File: src/rtl/mc_pkg.sv
// Shared definitions for the multi-cycle RV32I control unit: sequencer state
// encoding, supported opcodes, datapath mux encodings and the control vector.
package mc_pkg;

  typedef enum logic [3:0] {
    StFetch,
    StDecode,
    StMemAddr,
    StMemRead,
    StMemWb,
    StMemWrite,
    StExecR,
    StAluWb,
    StBranch
  } state_e;

  localparam logic [6:0] OpR      = 7'b0110011;
  localparam logic [6:0] OpLoad   = 7'b0000011;
  localparam logic [6:0] OpStore  = 7'b0100011;
  localparam logic [6:0] OpBranch = 7'b1100011;

  localparam logic [1:0] SrcAPc    = 2'b00;
  localparam logic [1:0] SrcAOldPc = 2'b01;
  localparam logic [1:0] SrcARs1   = 2'b10;

  localparam logic [1:0] SrcBRs2  = 2'b00;
  localparam logic [1:0] SrcBFour = 2'b01;
  localparam logic [1:0] SrcBImm  = 2'b10;

  localparam logic [1:0] AluAdd   = 2'b00;
  localparam logic [1:0] AluSub   = 2'b01;
  localparam logic [1:0] AluFunct = 2'b10;

  localparam logic [1:0] ImmI = 2'b00;
  localparam logic [1:0] ImmS = 2'b01;
  localparam logic [1:0] ImmB = 2'b10;

  typedef struct packed {
    logic       pc_write;
    logic       pc_write_cond;
    logic       pc_source;
    logic       ior_d;
    logic       ir_write;
    logic       mem_read;
    logic       mem_write;
    logic       mem_to_reg;
    logic       reg_write;
    logic [1:0] alu_src_a;
    logic [1:0] alu_src_b;
    logic [1:0] alu_op;
    logic [1:0] imm_sel;
    logic       instr_done;
    logic       illegal_op;
  } ctrl_t;

  function automatic logic is_legal_op(logic [6:0] op);
    return (op == OpR) || (op == OpLoad) || (op == OpStore) || (op == OpBranch);
  endfunction

endpackage

File: src/rtl/mc_output_decode.sv
// Combinational output decoder for the multi-cycle control unit.
// Ports:
//   state_i     current sequencer state
//   opcode_i    IR[6:0], meaningful in DECODE and MEM_ADDR
//   mem_ready_i memory handshake, gates fetch strobes and store completion
//   rst_ni      active-low reset; while low every strobe is held at 0
//   ctrl_o      full datapath control vector
module mc_output_decode
  import mc_pkg::*;
(
  input  state_e     state_i,
  input  logic [6:0] opcode_i,
  input  logic       mem_ready_i,
  input  logic       rst_ni,
  output ctrl_t      ctrl_o
);

  always_comb begin
    ctrl_o = '0;
    unique case (state_i)
      StFetch: begin
        ctrl_o.mem_read  = 1'b1;
        ctrl_o.alu_src_a = SrcAPc;
        ctrl_o.alu_src_b = SrcBFour;
        ctrl_o.alu_op    = AluAdd;
        ctrl_o.ir_write  = mem_ready_i;
        ctrl_o.pc_write  = mem_ready_i;
      end
      StDecode: begin
        // Branch target computed speculatively into ALUOut.
        ctrl_o.alu_src_a = SrcAOldPc;
        ctrl_o.alu_src_b = SrcBImm;
        ctrl_o.imm_sel   = ImmB;
        ctrl_o.alu_op    = AluAdd;
        if (!is_legal_op(opcode_i)) begin
          ctrl_o.illegal_op = 1'b1;
          ctrl_o.instr_done = 1'b1;
        end
      end
      StMemAddr: begin
        ctrl_o.alu_src_a = SrcARs1;
        ctrl_o.alu_src_b = SrcBImm;
        ctrl_o.alu_op    = AluAdd;
        ctrl_o.imm_sel   = (opcode_i == OpStore) ? ImmS : ImmI;
      end
      StMemRead: begin
        ctrl_o.mem_read = 1'b1;
        ctrl_o.ior_d    = 1'b1;
      end
      StMemWb: begin
        ctrl_o.reg_write  = 1'b1;
        ctrl_o.mem_to_reg = 1'b1;
        ctrl_o.instr_done = 1'b1;
      end
      StMemWrite: begin
        ctrl_o.mem_write  = 1'b1;
        ctrl_o.ior_d      = 1'b1;
        ctrl_o.imm_sel    = ImmS;
        ctrl_o.instr_done = mem_ready_i;
      end
      StExecR: begin
        ctrl_o.alu_src_a = SrcARs1;
        ctrl_o.alu_src_b = SrcBRs2;
        ctrl_o.alu_op    = AluFunct;
      end
      StAluWb: begin
        ctrl_o.reg_write  = 1'b1;
        ctrl_o.instr_done = 1'b1;
      end
      StBranch: begin
        ctrl_o.alu_src_a     = SrcARs1;
        ctrl_o.alu_src_b     = SrcBRs2;
        ctrl_o.alu_op        = AluSub;
        ctrl_o.imm_sel       = ImmB;
        ctrl_o.pc_write_cond = 1'b1;
        ctrl_o.pc_source     = 1'b1;
        ctrl_o.instr_done    = 1'b1;
      end
      default: ;
    endcase

    // State is already FETCH during reset, so selects are correct; only the
    // strobes need suppressing so no write leaks out while reset is asserted.
    if (!rst_ni) begin
      ctrl_o.pc_write      = 1'b0;
      ctrl_o.pc_write_cond = 1'b0;
      ctrl_o.ir_write      = 1'b0;
      ctrl_o.mem_read      = 1'b0;
      ctrl_o.mem_write     = 1'b0;
      ctrl_o.reg_write     = 1'b0;
      ctrl_o.instr_done    = 1'b0;
      ctrl_o.illegal_op    = 1'b0;
    end
  end

endmodule

File: src/rtl/multi_cycle_control_unit.sv
// Moore sequencing FSM for the multi-cycle RV32I datapath. Holds the state
// register and next-state logic; output decoding lives in mc_output_decode.
// Ports: clk, rst_n (async active-low), opcode (IR[6:0]), mem_ready
// (memory handshake); outputs are datapath mux selects, register/memory
// strobes, instr_done (last cycle of each instruction) and illegal_op.
module multi_cycle_control_unit
  import mc_pkg::*;
(
  input  logic       clk,
  input  logic       rst_n,
  input  logic [6:0] opcode,
  input  logic       mem_ready,
  output logic       pcWrite,
  output logic       pcWriteCond,
  output logic       pcSource,
  output logic       iorD,
  output logic       irWrite,
  output logic       memRead,
  output logic       memWrite,
  output logic       memToReg,
  output logic       regWrite,
  output logic [1:0] aluSrcA,
  output logic [1:0] aluSrcB,
  output logic [1:0] aluOp,
  output logic [1:0] immSel,
  output logic       instr_done,
  output logic       illegal_op
);

  state_e state_q, state_d;
  ctrl_t  ctrl;

  always_ff @(posedge clk or negedge rst_n) begin
    if (!rst_n) begin
      state_q <= StFetch;
    end else begin
      state_q <= state_d;
    end
  end

  always_comb begin
    state_d = state_q;
    unique case (state_q)
      StFetch:    if (mem_ready) state_d = StDecode;
      StDecode: begin
        unique case (opcode)
          OpR:              state_d = StExecR;
          OpLoad, OpStore:  state_d = StMemAddr;
          OpBranch:         state_d = StBranch;
          default:          state_d = StFetch;
        endcase
      end
      StMemAddr:  state_d = (opcode == OpStore) ? StMemWrite : StMemRead;
      StMemRead:  if (mem_ready) state_d = StMemWb;
      StMemWb:    state_d = StFetch;
      StMemWrite: if (mem_ready) state_d = StFetch;
      StExecR:    state_d = StAluWb;
      StAluWb:    state_d = StFetch;
      StBranch:   state_d = StFetch;
      default:    state_d = StFetch;
    endcase
  end

  mc_output_decode u_decode (
    .state_i     (state_q),
    .opcode_i    (opcode),
    .mem_ready_i (mem_ready),
    .rst_ni      (rst_n),
    .ctrl_o      (ctrl)
  );

  assign pcWrite     = ctrl.pc_write;
  assign pcWriteCond = ctrl.pc_write_cond;
  assign pcSource    = ctrl.pc_source;
  assign iorD        = ctrl.ior_d;
  assign irWrite     = ctrl.ir_write;
  assign memRead     = ctrl.mem_read;
  assign memWrite    = ctrl.mem_write;
  assign memToReg    = ctrl.mem_to_reg;
  assign regWrite    = ctrl.reg_write;
  assign aluSrcA     = ctrl.alu_src_a;
  assign aluSrcB     = ctrl.alu_src_b;
  assign aluOp       = ctrl.alu_op;
  assign immSel      = ctrl.imm_sel;
  assign instr_done  = ctrl.instr_done;
  assign illegal_op  = ctrl.illegal_op;

endmodule

File: config.mk
export PLATFORM = sky130hd
export DESIGN_NAME = multi_cycle_control_unit
export DESIGN_NICKNAME = d
export VERILOG_FILES = /design/src/rtl/mc_pkg.sv /design/src/rtl/mc_output_decode.sv /design/src/rtl/multi_cycle_control_unit.sv
export SDC_FILE = /design/constraint.sdc
export NUM_CORES = 1
export LEC_CHECK = 0
export BUFFER_PORTS_ARGS = -buffer_cell sky130_fd_sc_hd__buf_2
export CORE_AREA = 3 3 40 42
export DETAILED_ROUTE_END_ITERATION = 7
export DIE_AREA = 0 0 43 45
export PLACE_DENSITY = 0.72
export SYNTH_ARGS = -nofsm -noshare
export SYNTH_HDL_FRONTEND = slang
export SYNTH_SLANG_ARGS = --single-unit
File: constraint.sdc
create_clock -name clk -period 2.6 [get_ports clk]
set_clock_uncertainty 0.15 [all_clocks]
set_input_delay 0.26 -clock clk [delete_from_list [all_inputs] [get_ports clk]]
set_output_delay 0.26 -clock clk [all_outputs]
set_load 0.01 [all_outputs]
## Yosys cells after proc, flatten, opt, wreduce, memory -nomap -nowiden

Cells that the tools add are included.

- Output and inout bits: 19
- Bits of input ports: 10
- Bits in registers: 4

- Equality and inequality tests: 15
- Reduce and logical (&&, ||, !) cells: 11
- Mux-type cells: 23

Operators with widths:

| cell | number |
|---|---|
| $pmux 6 s5 | 1 |
| $pmux 4 s6 | 1 |
| $eq 4x3->1 const B | 4 |
| $eq 7x6->1 const B | 2 |
| $mux 4 | 3 |
| $pmux 4 s3 | 1 |
| $reduce_or 2->1 | 5 |
| $mux 1 | 9 |
| $eq 4x2->1 const B | 2 |
| $mux 2 | 4 |
| $eq 7x2->1 const B | 1 |
| $eq 7x7->1 const B | 1 |
| $mux 3 | 2 |
| $ne 2x2->1 const B | 3 |
| $pmux 2 s3 | 1 |
| $eq 4x1->1 const B | 1 |
| $eq 4x4->1 const B | 1 |
| $logic_not 4->1 | 1 |
| $logic_or 1x1->1 | 3 |
| $pmux 1 s3 | 1 |
| $reduce_and 3->1 | 1 |
| $reduce_or 3->1 | 1 |

## Logic depth before layout (Yosys ltp)

- Depth after elaboration: 7
- Depth in mapped cells: 6
- Mapped depth without buffers: 4

## Cells and area by module

A second synthesis with hierarchy kept.

- Cells, all modules: 83
- Area, all modules: 629.4 µm²

Modules (own cells, without submodules):

| module | instances | seq. area each (µm²) | cells each | area each (µm²) |
|---|---|---|---|---|
| multi_cycle_control_unit | 1 | 100.1 | 36 | 344.1 |
| mc_output_decode | 1 | 0.0 | 47 | 285.3 |

## Worst setup path after synthesis

OpenSTA, ideal clock, no wires.

- Path kind: register to output
- Start: register state_q[0]
- End: output port pcWrite
- Stages on the path, launching flop included: 7
- Slack: 765 ps
- Path buffers: 3
- Arrival: 1,425 ps
- Cell sequence: dfrtp_1 -> buf_6 -> or2_1 -> buf_6 -> nor3_2 -> and3_1 -> buf_4

- Longest elaborated chain between the ends: 3

Ends and longest elaborated chain:

| item | RTL line | text |
|---|---|---|
| start, declared | multi_cycle_control_unit.sv:30 | `state_e state_q, state_d;` |
| start signal, assigned | multi_cycle_control_unit.sv:35 | `state_q <= StFetch;` |
| start signal, assigned | multi_cycle_control_unit.sv:37 | `state_q <= state_d;` |
| $logic_not 4->1 | mc_output_decode.sv:20 | `unique case (state_i)` |
| $mux 1 | mc_output_decode.sv:20 |  |
| $mux 2 | mc_output_decode.sv:84 | `if (!rst_ni) begin` |
| end, declared | multi_cycle_control_unit.sv:13 | `output logic pcWrite,` |

No other way between the ends.

## Final worst setup path

- Start: register state_q[1]
- End: output port instr_done

- Longest elaborated chain between the ends: 4
- Elaborated cells between the ends (all ways): 8
- Those cells by class: eq/ne: 5; mux: 2; reduce/logical: 1

Ends and longest elaborated chain:

| item | RTL line | text |
|---|---|---|
| $eq 4x3->1 / $eq 4x4->1 (equally long branches) | mc_output_decode.sv:20 |  |
| $reduce_or 3->1 (no source line) | -- |  |
| $pmux 1 s3 * | mc_output_decode.sv:20 |  |
| $mux 2 * | mc_output_decode.sv:84 |  |
| end, declared | multi_cycle_control_unit.sv:26 | `output logic instr_done,` |

Every way passes the cells marked *; elsewhere a longest branch is shown, timed or not.

==> results.yml <==
run_status:
  status: "finished clean"
floorplanning:
  dieWidth_um: 43
  die_h_um: 45
  initial_core_util_pct: 40.5
  ios: 29
  coreArea_um2: 1280
  rows: 13
  dieArea_um2: 1940
critical_path:
  critical-path-max-stage-delay_ns: 0.48
  endpoint_kind: "primary output"
  critPathRequiredTime_ns: 2.19
  cp_common_cell: "nand2b_1"
  path_class: "reg -> out"
  path_max_fanout: 12
  start_kind: "flop"
  crit_slowest_cell: "dfrtp_1"
  worstPathArrival_ns: 1.66
  critical_path.cell_chain: "nand2b_1, nor3_2, o211a_1, nand2b_1, buf_2"
drt:
  drt-total-wl_um: 1280
  route.antenna.remaining_nets: 0
  via_per_inst: 5.37
  routedWlPerCell_um: 11.6
  drc: 0
  dr.pass1.iters: 4
  drt_iter0_drc: 8
  via_count: 596
synth:
  yosysSeqAreaShare_pct: 19.2
  yosys_most_used_dff: "dfrtp_1"
  ys_ff_latch: 4
  synthArstFlopShare_pct: 100
  synth_commonest_cells: "nor3_1, a21oi_1, nand2_1, nand2b_1, nor2_1"
  yosysTopAreaCell: "dfrtp_1"
  syn_avg_cell_area_um2: 7.44
  synthesis.nets: 80
  synth_edf_count: 0
  synth.distinct_cells: 31
  yosysTopAreaCellShare_pct: 19.2
  yosysMostFrequentCell: "nor3_1"
  syn_area_um2: 520
  synthCells: 70
  yosys_warnings: 0
  yosys-top-cells-area: "dfrtp_1, nand2b_1, nor3_1"
cells_and_area:
  antennaDiodeCount: 0
  top_regs: "state_q: 4 flops"
  fin_util_pct: 51.9
  area.growth.synth_to_final_pct: 28.1
  largest_reg_flops: 4
  drive_gt1_share_pct: 36.5
  regMostFlops: "state_q"
  fin_nets: 108
global_routing:
  overflow: 0
  grt_usage_pct: 14.8
  grt_busiest_layer: "met2"
  first_global_vias: 509
  antenna_found_initial: 0
  grtUsageMet2_pct: 23.4
  grt_pass1_wl_um: 2200
  grt_max_degree: 17
  grtUsageMet3_pct: 1.99
  met1_usage_pct: 19.9
timing:
  drv_slew: 0
  period_minus_slack_ns: 2.07
  setup_viol: 0
  fmax_mhz: 482
  period_share_pct: 79.8
  max-slew-margin-rel_pct: 60.5
  worst_slew_pin_slew_ns: 0.592
  rsz0062_at_grt: "false"
  fin_ws_ns: 0.526
  finalHoldViolations: 0
  timing.setup.tns_ns: 0
power:
  peakVddDrop_v: 0.000394
  cellPowerDensity_nw_per_um2: 930
  p_leak_nw: 0.337
clock_tree:
  cts.clk_slew.worst_paths_ns: 0.04
  htree_levels: 1
  cts_tree: "done"
  cts_sinks: 4
  clockRootBuffer: "clkbuf_4"
  post_cts_buffers: 0
  cts_buffer_depth: 2
  clkLatencyLatePin_ns: 0.24
  cts_made_buffers: 3
placement:
  place_congestion: 0.814
  post-place-ws_ns: 0.781
  portBuffers: 28
  dpl.hpwl_um: 1040
flow_run:
  cap_viol_max_count: 0
worst_hold_path:
  hold_path_class: "in -> reg"
-- per-layer routing --
metal	part of all wire [%]	wire length, µm
met5	0	0
met4	1.0	13
met3	6.2	80
met2	50	637
met1	43	551
-- stage by stage --
| stage | hold WS [ns] | area, µm² | total power [mW] | instances |
|---|---|---|---|---|
| after floorplan | -0.186 | 520 | 0.457 | 70 |
| after global placement | -0.0387 | 634 | 0.545 | 107 |
| after detailed placement | -0.0372 | 634 | 0.547 | 107 |
| after CTS | 0.100 | 667 | 0.630 | 111 |
| after global routing | 0.120 | 667 | 0.687 | 111 |
| final | 0.107 | 667 | 0.620 | 111 |
-- power breakdown --
part / total (mW) / internal (mW) / switching (mW)
combinational: 0.397 / 0.170 / 0.227
sequential: 0.145 / 0.0805 / 0.0646
clock: 0.0776 / 0.0517 / 0.0259
-- cells by family (layout without fill, tap and decap cells) --
group                    Yosys count  after routing  share of synthesized area (%)
multiplexers                       1              1                           1.92
flip-flops                         4              4                           19.2
XOR/XNOR                           1              1                           1.68
buffers and inverters              8             34                           10.1
AO/OA/AOI/OAI                     14             14                           18.0
AND/OR/NAND/NOR                   41             41                           47.1
adder cells (fa/ha/maj)            1              1                           1.92
-- repair_timing --
item | CTS | global route
hold endpoints to repair | 4 | 0
gates resized for setup | 0 | 0
hold buffers | 1 | 0
setup endpoints to repair | 0 | 0
-- worst max-delay path: cells and delay by family, from the launching register on --
family	cells	cell delay, ns
and+or+nand+nor	3	0.63
buffers and inverters	1	0.12
DFF	1	0.48
AOI/OAI and AO/OA	1	0.21
-- placed cells by master (no fill, tap or decap), types with 2 or more instances in the layout --
cell type / count
nor3_2: 2
dfrtp_1: 4
or2_1: 2
inv_1: 2
buf_2: 28
a21oi_1: 6
nand2b_1: 6
and2_1: 2
nor3_1: 7
nand2_1: 6
nand3_1: 2
and3_1: 2
clkbuf_4: 3
o21ai_0: 2
nor2_1: 6
-- final timing paths --
path                       startpoint          to  slack [ns]  depth (start not counted)
min in group asynchronous       rst_n  state_q[2]        0.25                          2
max in group asynchronous       rst_n  state_q[0]        1.89                          2
max reg2reg                state_q[1]  state_q[2]        1.07                          3
max                        state_q[1]  instr_done        0.53                          5
min                         opcode[5]  state_q[3]        0.11                          3
min reg2reg                state_q[3]  state_q[2]        0.55                          1
-- cell type report --
type,count,area [µm²]
Inverter,2,7.51
Fill cell,139,618
Tap cell,15,18.8
Timing Repair Buffer,29,150
Clock buffer,3,22.5
Multi-Input combinational cell,58,368
Sequential cell,4,100
No activity file was read; power rests on OpenSTA's default activity.
